<file path="src/rtl/pll_reset_seq.sv">
// PLL reset/lock sequencer: pulses pll_reset, qualifies lock, releases sys_reset.
// Build option: define PLL_AUTO_RETRY_EN to re-pulse the PLL on lock timeout instead of failing.
module pll_reset_seq #(
    parameter int RST_PULSE_CYCLES    = 32,
    parameter int LOCK_STABLE_CYCLES  = 1024,
    parameter int LOCK_TIMEOUT_CYCLES = 65536,
    parameter int CNT_W               = 17
) (
    input  logic       clkin,
    input  logic       reset,
    input  logic       pll_lock,
    output logic       pll_reset,
    output logic       sys_reset,
    output logic       pll_ok,
    output logic       fail,
    output logic [3:0] retry_count
);

    typedef enum logic [2:0] {
        S_PLL_RST,
        S_WAIT_LOCK,
        S_STABLE,
        S_RUN,
        S_FAIL
    } state_t;

    localparam logic [CNT_W-1:0] RST_LAST = CNT_W'(RST_PULSE_CYCLES - 1);
    localparam logic [CNT_W-1:0] STB_LAST = CNT_W'(LOCK_STABLE_CYCLES - 1);
    localparam logic [CNT_W-1:0] TMO_LAST = CNT_W'(LOCK_TIMEOUT_CYCLES - 1);

    state_t           state;
    state_t           state_n;
    logic [CNT_W-1:0] cnt;
    logic             bump;
    logic             lock_m;
    logic             lock_s;

    // pll_lock is asynchronous to clkin; nothing else looks at the raw pin
    always_ff @(posedge clkin or posedge reset) begin
        if (reset) begin
            lock_m <= 1'b0;
            lock_s <= 1'b0;
        end else begin
            lock_m <= pll_lock;
            lock_s <= lock_m;
        end
    end

    always_comb begin
        state_n = state;
        bump    = 1'b0;
        unique case (state)
            S_PLL_RST: begin
                if (cnt == RST_LAST)
                    state_n = S_WAIT_LOCK;
            end
            S_WAIT_LOCK: begin
                if (lock_s) begin
                    state_n = S_STABLE;
                end else if (cnt == TMO_LAST) begin
`ifdef PLL_AUTO_RETRY_EN
                    state_n = S_PLL_RST;
                    bump    = 1'b1;
`else
                    state_n = S_FAIL;
`endif
                end
            end
            S_STABLE: begin
                if (!lock_s)
                    state_n = S_WAIT_LOCK;
                else if (cnt == STB_LAST)
                    state_n = S_RUN;
            end
            S_RUN: begin
                if (!lock_s) begin
                    state_n = S_PLL_RST;
                    bump    = 1'b1;
                end
            end
            S_FAIL: begin
                state_n = S_FAIL;
            end
            default: begin
                state_n = S_PLL_RST;
            end
        endcase
    end

    // outputs are decoded from the next state so they change with the state flop
    always_ff @(posedge clkin or posedge reset) begin
        if (reset) begin
            state       <= S_PLL_RST;
            cnt         <= '0;
            pll_reset   <= 1'b1;
            sys_reset   <= 1'b1;
            pll_ok      <= 1'b0;
            fail        <= 1'b0;
            retry_count <= 4'd0;
        end else begin
            state <= state_n;
            if (state_n != state || state_n == S_RUN || state_n == S_FAIL)
                cnt <= '0;
            else
                cnt <= cnt + CNT_W'(1);
            pll_reset <= (state_n == S_PLL_RST);
            sys_reset <= (state_n != S_RUN);
            pll_ok    <= (state_n == S_RUN);
            fail      <= (state_n == S_FAIL);
            if (bump && retry_count != 4'hF)
                retry_count <= retry_count + 4'd1;
        end
    end

endmodule

</file>
<file path="config.mk">
export PLATFORM = sky130hd
export DESIGN_NAME = pll_reset_seq
export DESIGN_NICKNAME = d
export VERILOG_FILES = /design/src/rtl/pll_reset_seq.sv
export SDC_FILE = /design/constraint.sdc
export NUM_CORES = 1
export LEC_CHECK = 0
export BUFFER_PORTS_ARGS = -buffer_cell sky130_fd_sc_hd__buf_2
export CORE_UTILIZATION = 55
export CTS_BUF_LIST = sky130_fd_sc_hd__clkbuf_8 sky130_fd_sc_hd__clkbuf_16
export DETAILED_ROUTE_END_ITERATION = 7
export HOLD_SLACK_MARGIN = 0.03
export PLACE_DENSITY = 0.74
export SKIP_CTS_REPAIR_TIMING = 1
export SLEW_MARGIN = 5
export SYNTH_ARGS = -nofsm -noshare
export SYNTH_HDL_FRONTEND = slang
export SYNTH_SLANG_ARGS = --single-unit
</file>
<file path="constraint.sdc">
create_clock -name clkin -period 2.6 [get_ports clkin]
set_input_delay 0.39 -clock clkin [delete_from_list [all_inputs] [get_ports clkin]]
set_output_delay 0.39 -clock clkin [all_outputs]
set_load 0.02 [all_outputs]
</file>
* After elaboration in Yosys (flattened, before gate mapping)
Index checks and enable logic that the tools add are counted.
Storage, ports and cells: flip-flop bits (word level) 30, input bits 3, output and inout port bits 8
Operators by class: $add $sub $neg 2, eq/ne operators 12, mux-type cells 10, reduce and logical (&&, ||, !) cells 5
Operator list (count):
- $mux W3 | 6
- $add A17 B1 Y17 const B | 1
- $eq A17 B10 Y1 const B | 1
- $eq A17 B16 Y1 const B | 1
- $eq A17 B5 Y1 const B | 1
- $mux W17 | 1
- $pmux W3 S5 | 1
- $eq A3 B2 Y1 const B | 3
- $eq A3 B3 Y1 const B | 2
- $logic_not A3 Y1 | 2
- $add A4 B1 Y4 const B | 1
- $ne A4 B4 Y1 const B | 1
- $eq A3 B1 Y1 const B | 1
- $ne A3 B2 Y1 const B | 1
- $ne A3 B3 Y1 | 1
- $logic_or A1 B1 Y1 | 2
- $mux W1 | 2
- $logic_and A1 B1 Y1 | 1

* Longest topological paths before layout
Gate-level depths: netlist of run 1.
depth in word-level cells 8, mapped depth 9, mapped depth without buffers 9

* Least setup slack after synthesis of run 1
Ideal clock, no wire load.
kind flip-flop to flip-flop, start register cnt[0], end register pll_reset, arrival time 2.183 ns, path slack 0.333 ns, stages on the path, launching flop included 10, period minus slack after synthesis 2.267 ns, cells stage by stage dfrtp_1 > ha_1 > nand3_1 > nor4_4 > and4_1 > ha_1 > nor3_1 > a21o_1 > a311oi_1 > nor3b_1
On the way: longest elaborated chain between the ends 5, elaborated cells on any way between the ends 10, those cells by class eq/ne: 3; mux: 6; reduce/logical: 1
RTL lines:
- start: declaration | RTL line 33 | logic [CNT_W-1:0] cnt;
- start signal: assignment | RTL line 105 | cnt <= cnt + CNT_W'(1);
- $eq A17 B10 Y1 / $eq A17 B16 Y1 (equally long branches) | RTL line 72, 60
- $mux W3 (on tied branches) | RTL line 72, 60
- $mux W3 (on tied branches) | RTL line 70, 58
- $pmux W3 S5 (*) | RTL line 52 | unique case (state)
- $logic_not A3 Y1 (*) | RTL line 106 | pll_reset <= (state_n == S_PLL_RST);
- end signal: assignment | RTL line 106
- end: declaration | RTL line 12 | output logic pll_reset,
Mark *: on every way between the ends. The rest lies on a longest branch, timed or not. A chain may end at the register's enable or synchronous reset.

* Worst setup path in the final report of run 1
Same ends and word-level chain as after synthesis.

==> results.sh, run 1 <==
export IMPL_synth_common_cells="28 x dfrtp_1, 28 x nor2_1, 10 x xnor2_1"
export IMPL_fillers=189
export IMPL_r2r_start="cnt[0]"
export IMPL_fmax_mhz=429
export IMPL_holdWs_ns=0.162
export IMPL_tns_ns=0
export IMPL_r2r_end="pll_reset"
export IMPL_synth_cell_types=32
export IMPL_hpwl_um=1720
export IMPL_fin_nets=153
export IMPL_cts_buffer_depth=2
export IMPL_placed_cell_area_mm2=0.00147
export IMPL_firstDrtPassIters=4
export IMPL_fin_skew_ns=0.00424
export IMPL_hold_viol=0
export IMPL_drt_wirelength_per_cell_um=13.8
export IMPL_pre_cts_ws_ns=0.225
export IMPL_die_w_um=52.2
export IMPL_clk_root_buffer_cell="clkbuf_8"
export IMPL_r2r_cells=9
export IMPL_coreArea_mm2=0.00230
export IMPL_timing_final_ws_setup_ns=0.270
export IMPL_cp_end_kind="flop"
export IMPL_worst_slew_pin_slew_ns=0.609
export IMPL_synth_cells=130
export IMPL_status="completed"
export IMPL_tritoncts="built"
export IMPL_synth_edf_count=0
export IMPL_worstPathCellList="ha_1 -> nand3_1 -> nor4_4 -> and4_1 -> ha_1 -> nor3_1 -> a21o_1 -> a311oi_2 -> nor3b_1"
export IMPL_clk_latency_ns=0.28
export IMPL_crit_fanout=4
export IMPL_ys_top_cells_by_area="dfrtp_1 51%, nor2_1 7.6%, xnor2_1 6.3%"
export IMPL_first_iter_violations=17
export IMPL_htreeDepth=2
export IMPL_port_buffers=10
export IMPL_drv_slew=0
export IMPL_antenna_found_initial=0
export IMPL_die_y_um=52.2
export IMPL_seq_area_frac_synth_pct=54.3
export IMPL_num_vias=965
export IMPL_initial_core_util_pct=60.3
export IMPL_avgSynthCellArea_um2=10.7
export IMPL_worstSetupStartpointType="flop"
export IMPL_vias_per_cell=5.55
export IMPL_clk_pin_slew_worst_paths_ns=0.06
export IMPL_cts_buffers=5
export IMPL_rsz0062_at_grt="no"
export IMPL_cp_top_family="simple AND/OR/NAND/NOR gates"
export IMPL_pin_count=11
export IMPL_post_route_min_period_ns=2.33
export IMPL_syn_to_final_growth_pct=12.3
export IMPL_worst_path_largest_cell_delay_ns=0.39
export IMPL_final_area_mm2=0.00156
export IMPL_crit_top_cell="ha_1"
export IMPL_drive_above_1_share_pct=17.8
export IMPL_die_area_mm2=0.00273
export IMPL_yosys_area_top_type="dfrtp_1"
export IMPL_netlist_area_mm2=0.00139
export IMPL_cp_slowest_cell="dfrtp_1"
export IMPL_critical_path_class="reg -> reg"
export IMPL_yosys_warnings=0
export IMPL_power_density_mw_per_mm2=720
export IMPL_drtAntennaViolNets=0
export IMPL_grt_use_total_pct=24.1
export IMPL_rows=17
export IMPL_place_congestion=0.884
export IMPL_reg2reg_slack_ns=0.27
export IMPL_leakage_nw=0.752
export IMPL_grt_first_pass_wirelength_um=4320
export IMPL_hold_class="in -> async"
export IMPL_synth_top_area_share_pct=50.5
export IMPL_cp_arrival_ns=2.53
export IMPL_crit_buf_inv=0
export IMPL_crit_required_ns=2.80
export IMPL_grt_max_degree=31
export IMPL_fin_util_pct=67.8
export IMPL_drc=0
export IMPL_syn_num_nets=136
export IMPL_max_slew_margin_pct=59.1
export IMPL_synthArstFlopShare_pct=100
export IMPL_maxCapViolCount=0
export IMPL_post_route_period_util_pct=89.6
export IMPL_setup_violations=0
export IMPL_synth_seq_cells=30
export IMPL_cts_sinks=30
export IMPL_ys_flop_type="dfrtp_1"
export IMPL_grt_overflow=0
export IMPL_grt_pass1_vias=973
export IMPL_vdd_drop_max_mv=0.473
export IMPL_antenna_cells=0
export IMPL_routed_wl_um=2410
==> worst max path at each step <==
stage                 from   endpoint  slack, ns  cells past startpoint
floorplan           cnt[0]  pll_reset       0.33                      9
global placement    cnt[0]  pll_reset       0.32                      9
detailed placement  cnt[0]  pll_reset       0.22                      9
CTS                 cnt[0]  pll_reset       0.20                      9
global route        cnt[0]  pll_reset       0.02                      9
finish              cnt[0]  pll_reset       0.27                      9
==> layout by cell type (no fill, tap or decap), types with 2 or more instances in the layout <==
master,Yosys,routed
ha_1,3,3
dfrtp_1,28,28
dfstp_2,2,2
and3_1,2,2
xnor2_1,10,10
nand3_1,5,5
nor3_1,3,3
nand2_1,7,7
buf_2,0,10
buf_4,0,2
nand4_1,3,3
inv_1,9,9
nor4_1,2,2
xor2_1,7,7
nor2_1,28,28
and4_1,2,2
clkbuf_8,0,6
==> cell type report <==
class | instances | area, um2 | share of cell area, %
flip-flops and latches | 30 | 753 | 48.4
multi-input cells | 89 | 587 | 37.7
well taps | 28 | 35.0 | 2.25
inverters | 9 | 33.8 | 2.17
repair buffers | 12 | 65.1 | 4.18
clock buffers | 6 | 82.6 | 5.31
==> flip-flops by register name, indices dropped and copies added, names as in the netlist <==
name         count
lock_m           1
pll_ok           1
sys_reset        1
lock_s           1
fail             1
pll_reset        1
state            3
cnt             17
retry_count      4
==> worst reg2reg max path, cell delays in order, from the launching register on <==
cell and delay, ns:
dfrtp_1 0.39, ha_1 0.20, nand3_1 0.18, nor4_4 0.27, and4_1 0.22, ha_1 0.19, nor3_1 0.07, a21o_1 0.17
a311oi_2 0.34, nor3b_1 0.22
==> logic make-up after synthesis <==
| kind of cell | Yosys count | synth area share (%) |
|---|---|---|
| AOI/OAI and AO/OA | 8 | 5.06 |
| xor gates and xnor gates | 17 | 10.7 |
| adders and majority gates | 3 | 2.71 |
| buffers and inverters | 11 | 3.79 |
| DFF | 30 | 54.3 |
| muxes | 1 | 0.812 |
| and+or+nand+nor | 60 | 22.6 |
==> stage by stage <==
| stage | std cells | power [W] |
|---|---|---|
| after floorplan | 130 | 0.000731 |
| after global placement | 168 | 0.000759 |
| after detailed placement | 168 | 0.000769 |
| after CTS | 174 | 0.00114 |
| after global routing | 174 | 0.00119 |
| final | 174 | 0.00112 |
==> routing by layer <==
layer,track usage (%),wire length [um],vias to the layer above
met2,36.1,1150,18
met3,11.3,102,7
met4,17.1,65,0
li1,-,-,470
met1,26.9,1090,470
met5,0,0,-
==> where the power goes <==
group / total, W / switching, W / internal (W)
combinational: 0.000189 / 0.000110 / 0.0000789
clock: 0.000358 / 0.000155 / 0.000203
sequential: 0.000573 / 0.0000513 / 0.000522
total: 0.00112 / 0.000317 / 0.000804
Note: power is estimated with default switching activity, not from simulation.
==> run 2: changes to the inputs <==
Settings changed: CELL_PAD_IN_SITES_DETAIL_PLACEMENT set to 1, CELL_PAD_IN_SITES_GLOBAL_PLACEMENT set to 1, CORE_UTILIZATION 55 to 46, PLACE_DENSITY 0.74 to unset, PLACE_DENSITY_LB_ADDON set to 0.1.
Clock period 2.6 ns to 2.55 ns, I/O delays scaled along.
==> results.sh, run 2 (same netlist as run 1, synthesis figures left out) <==
export IMPL_leakage_nw=0.774
export IMPL_coreArea_mm2=0.00281
export IMPL_first_iter_violations=23
export IMPL_tns_ns=0
export IMPL_hpwl_um=1960
export IMPL_largest_reg_flops=17
export IMPL_clk_latency_ns=0.28
export IMPL_fin_cells=179
export IMPL_initial_core_util_pct=49.4
export IMPL_routed_wl_um=2700
export IMPL_num_vias=977
export IMPL_die_area_mm2=0.00324
export IMPL_largest_register="cnt"
export IMPL_status="completed"
export IMPL_grt_overflow=0
export IMPL_clk_root_buffer_cell="clkbuf_8"
export IMPL_grt_busiest_layer="met2"
export IMPL_fin_nets=153
export IMPL_cts_sinks=30
export IMPL_firstDrtPassIters=4
export IMPL_max_slew_margin_pct=58.8
export IMPL_antenna_cells=0
export IMPL_post_route_min_period_ns=2.32
export IMPL_worstSetupStartpointType="flop"
export IMPL_place_congestion=0.752
export IMPL_clk_pin_slew_worst_paths_ns=0.06
export IMPL_hold_viol=0
export IMPL_post_route_period_util_pct=90.9
export IMPL_drc=0
export IMPL_use_met3_pct=4.84
export IMPL_antenna_found_initial=0
export IMPL_cts_buffers=5
export IMPL_drive_above_1_share_pct=18.9
export IMPL_worst_slew_pin_slew_ns=0.614
export IMPL_power_density_mw_per_mm2=786
export IMPL_cp_arrival_ns=2.53
export IMPL_multiInputGateArea_um2=592
export IMPL_maxCapViolCount=0
export IMPL_crit_required_ns=2.76
export IMPL_cp_end_kind="flop"
export IMPL_fin_skew_ns=0.00951
export IMPL_rsz0062_at_grt="no"
export IMPL_grt_first_pass_wirelength_um=4820
export IMPL_seq_area_um2=753
export IMPL_crit_fanout=4
export IMPL_fmax_mhz=432
export IMPL_syn_to_final_growth_pct=15.3
export IMPL_critical_path_class="reg -> reg"
export IMPL_rows=19
export IMPL_pin_count=11
export IMPL_vdd_drop_max_mv=0.442
export IMPL_global_route_usage_met2_pct=33.6
export IMPL_drv_slew=0
export IMPL_grt_pass1_vias=1035
export IMPL_tritoncts="built"
export IMPL_die_y_um=56.9
export IMPL_drtAntennaViolNets=0
export IMPL_dp_cells=171
export IMPL_drt_wirelength_per_cell_um=15.1
export IMPL_grt_max_degree=31
export IMPL_cts_buffer_depth=2
export IMPL_port_buffers=10
export IMPL_grt_use_total_pct=20.6
export IMPL_hold_class="in -> async"
export IMPL_fillers=315
export IMPL_layout_cells_most_common_list="28 x nor2_1, 28 x dfrtp_1, 10 x inv_1, 10 x xnor2_1, 10 x buf_2"
export IMPL_die_w_um=56.9
export IMPL_gr_usage_met1_pct=24.7
export IMPL_htreeDepth=2
export IMPL_reg_top3="cnt (17), retry_count (4), state (3)"
export IMPL_vias_per_cell=5.46
export IMPL_setup_violations=0
==> run 2: cell types whose count changed in the layout (fill, tap and decap cells not counted), sizes merged <==
cell	before	now
bufinv	0	1
inv	9	10
==> run 2: report_power, final <==
part / leakage (nW) / total [W] / switching [W] / internal, W
registers: 0.399 / 0.000585 / 0.0000524 / 0.000532
logic: 0.312 / 0.000192 / 0.000110 / 0.0000814
clock network: 0.0626 / 0.000481 / 0.000167 / 0.000314
total: 0.774 / 0.00126 / 0.000330 / 0.000927
==> run 2: area by class of cell <==
class,instances,area share (%)
Clock buffer,6,5.16
Clock inverter,2,2.11
Inverter,9,2.11
Multi-Input combinational cell,89,37.0
Sequential cell,30,47.1
Tap cell,31,2.43
Timing Repair Buffer,12,4.07
==> run 2: critical path: stages, from the launching register on <==
cell and delay (ns):
dfrtp_1 0.38, ha_1 0.20, nand3_1 0.18, nor4_4 0.28, and4_1 0.23, ha_1 0.19
nor3_1 0.06, a21o_1 0.17, a311oi_2 0.34, nor3b_2 0.22
==> run 2: through the flow <==
step	hold WS [ns]	utilization (%)	total power, W	worst slack [ns]	cell area [um2]
after floorplan	0.331	-	0.000745	0.283	1390
after global placement	0.332	52.5	0.000779	0.249	1470
after detailed placement	0.354	52.5	0.000784	0.106	1470
after CTS	0.196	56.6	0.00128	0.0869	1590
after global routing	0.207	57.0	0.00133	0.0207	1600
final	0.179	57.0	0.00126	0.233	1600
==> run 2: worst paths after layout <==
path / start / end / slack [ns] / cells after the start
min in group clkin: pll_lock / lock_m / 0.21 / 1
max reg2reg: cnt[0] / pll_reset / 0.23 / 9
min reg2reg: lock_m / lock_s / 0.35 / 0
max in group asynchronous: reset / pll_reset / 2.06 / 3
min: reset / retry_count[1] / 0.18 / 3
max: cnt[0] / pll_reset / 0.23 / 9
==> run 2: per-layer routing <==
layer	wire length, um	vias to the layer above
met1	1180	492
met4	60	0
met2	1390	13
met3	74	5
met5	0	-
li1	-	467
==> run 3: changes to the inputs <==
--- a/config.mk
+++ b/config.mk
@@ -11,3 +11,3 @@
 export CORE_UTILIZATION = 46
-export CTS_BUF_LIST = sky130_fd_sc_hd__clkbuf_8 sky130_fd_sc_hd__clkbuf_16
+export CTS_BUF_LIST = sky130_fd_sc_hd__clkbuf_4 sky130_fd_sc_hd__clkbuf_8 sky130_fd_sc_hd__clkbuf_16
 export DETAILED_ROUTE_END_ITERATION = 7
==> constraint.sdc (replaced) <==
create_clock -name clkin -period 2.55 [get_ports clkin]
set_input_delay 0.1275 -clock clkin [delete_from_list [all_inputs] [get_ports clkin]]
set_output_delay 0.1275 -clock clkin [all_outputs]
set_load 0.02 [all_outputs]
==> results.sh, run 3 (same netlist as run 1, synthesis figures left out) <==
export IMPL_tns_ns=0
export IMPL_vias_per_cell=5.38
export IMPL_layout_cells_most_common_list="28 x nor2_1, 28 x dfrtp_1, 10 x xnor2_1, 10 x buf_2, 9 x inv_1"
export IMPL_antenna_cells=0
export IMPL_r2r_end="pll_reset"
export IMPL_maxCapViolCount=0
export IMPL_hpwl_um=1960
export IMPL_firstDrtPassIters=4
export IMPL_leakage_nw=0.766
export IMPL_cp_end_kind="flop"
export IMPL_r2r_cells=9
export IMPL_hp_start="lock_m"
export IMPL_worst_slew_pin_slew_ns=0.593
export IMPL_clk_pin_slew_worst_paths_ns=0.09
export IMPL_post_route_period_util_pct=90.8
export IMPL_crit_required_ns=2.79
export IMPL_htreeDepth=2
export IMPL_grt_max_degree=31
export IMPL_coreArea_mm2=0.00281
export IMPL_critical_path_class="reg -> reg"
export IMPL_cts_buffers=5
export IMPL_worstSetupStartpointType="flop"
export IMPL_grt_use_total_pct=20.6
export IMPL_power_density_mw_per_mm2=745
export IMPL_rsz0062_at_grt="no"
export IMPL_reg_top3="cnt (17), retry_count (4), state (3)"
export IMPL_fin_cells=181
export IMPL_drtAntennaViolNets=0
export IMPL_cts_buffer_depth=2
export IMPL_routed_wl_um=2760
export IMPL_num_vias=974
export IMPL_antenna_found_initial=0
export IMPL_pin_count=11
export IMPL_reg2reg_slack_ns=0.23
export IMPL_drv_slew=0
export IMPL_cts_sinks=30
export IMPL_tritoncts="built"
export IMPL_syn_to_final_growth_pct=14.4
export IMPL_status="completed"
export IMPL_grt_overflow=0
export IMPL_crit_fanout=4
export IMPL_largest_reg_flops=17
export IMPL_grt_first_pass_wirelength_um=4800
export IMPL_die_y_um=56.9
export IMPL_setup_violations=0
export IMPL_fmax_mhz=432
export IMPL_drc=0
export IMPL_r2r_start="cnt[0]"
export IMPL_die_area_mm2=0.00324
export IMPL_critPathLaunch="cnt[0]"
export IMPL_initial_core_util_pct=49.4
export IMPL_port_buffers=10
export IMPL_drive_above_1_share_pct=18.7
export IMPL_grt_pass1_vias=1038
export IMPL_largest_register="cnt"
export IMPL_first_iter_violations=18
export IMPL_place_congestion=0.752
export IMPL_fin_nets=155
export IMPL_rows=19
export IMPL_vdd_drop_max_mv=0.356
export IMPL_hold_class="reg -> reg"
export IMPL_finalPower_w=0.00118
export IMPL_clk_latency_ns=0.32
export IMPL_hold_viol=0
export IMPL_max_slew_margin_pct=60.2
export IMPL_clk_root_buffer_cell="clkbuf_4"
export IMPL_fin_skew_ns=0.0107
export IMPL_dp_cells=171
export IMPL_cp_arrival_ns=2.56
export IMPL_drt_wirelength_per_cell_um=15.2
export IMPL_post_route_min_period_ns=2.32
export IMPL_die_w_um=56.9
export IMPL_fillers=325
export IMPL_critPathCapture="pll_reset"
## run 3: stage by stage
stage          hold WS (ns)  instance area [um2]  setup WS [ns]  utilization (%)
2_1_floorplan         0.159                 1390          0.283                -
3_3_place_gp          0.213                 1470          0.249             52.5
3_5_place_dp          0.245                 1470          0.106             52.5
4_1_cts              -0.123                 1560         0.0400             55.6
5_1_grt               0.375                 1590         0.0148             56.6
6_report              0.365                 1590          0.235             56.6
## run 3: layout make-up
type	count	area, um2	area share (%)
clock buffer	7	58.8	3.71
multi-input combinational	89	587	37.0
clock inverter	1	30.0	1.89
tap	31	38.8	2.44
inverter	9	33.8	2.13
sequential	30	753	47.5
timing repair buffer	14	85.1	5.36
## run 3: power breakdown
part / switching (W) / internal [W] / total, W
clock network: 0.000157 / 0.000245 / 0.000402
logic: 0.000113 / 0.0000823 / 0.000195
registers: 0.0000538 / 0.000531 / 0.000585
## run 3: worst max-delay path: stages, from the launching register on
cell and delay [ns]:
dfrtp_1 0.40, ha_1 0.20, nand3_1 0.18, nor4_4 0.27, and4_1 0.23, ha_1 0.18, nor3_1 0.06, a21o_1 0.18
a311oi_2 0.29, nor3b_1 0.24
## run 3: worst min-delay path by stage
| stage | endpoint | slack (ns) | cells after the start |
|---|---|---|---|
| after CTS | lock_m | -0.12 | 3 |
| after global placement | lock_m | 0.21 | 3 |
| after detailed placement | lock_m | 0.24 | 1 |
| after floorplan | lock_m | 0.16 | 0 |
| final | lock_s | 0.37 | 0 |
| after global routing | lock_s | 0.38 | 0 |
## run 3: per-layer routing
| layer | vias to the layer above | routed length (um) | share of wire, % | GRT usage (%) |
|---|---|---|---|---|
| met5 | - | 0 | 0 | 0 |
| met4 | 0 | 68 | 2.5 | 10.8 |
| met3 | 7 | 77 | 2.8 | 6.91 |
| met2 | 14 | 1400 | 51 | 33.1 |
| met1 | 482 | 1210 | 44 | 24.4 |
| li1 | 471 | - | - | - |
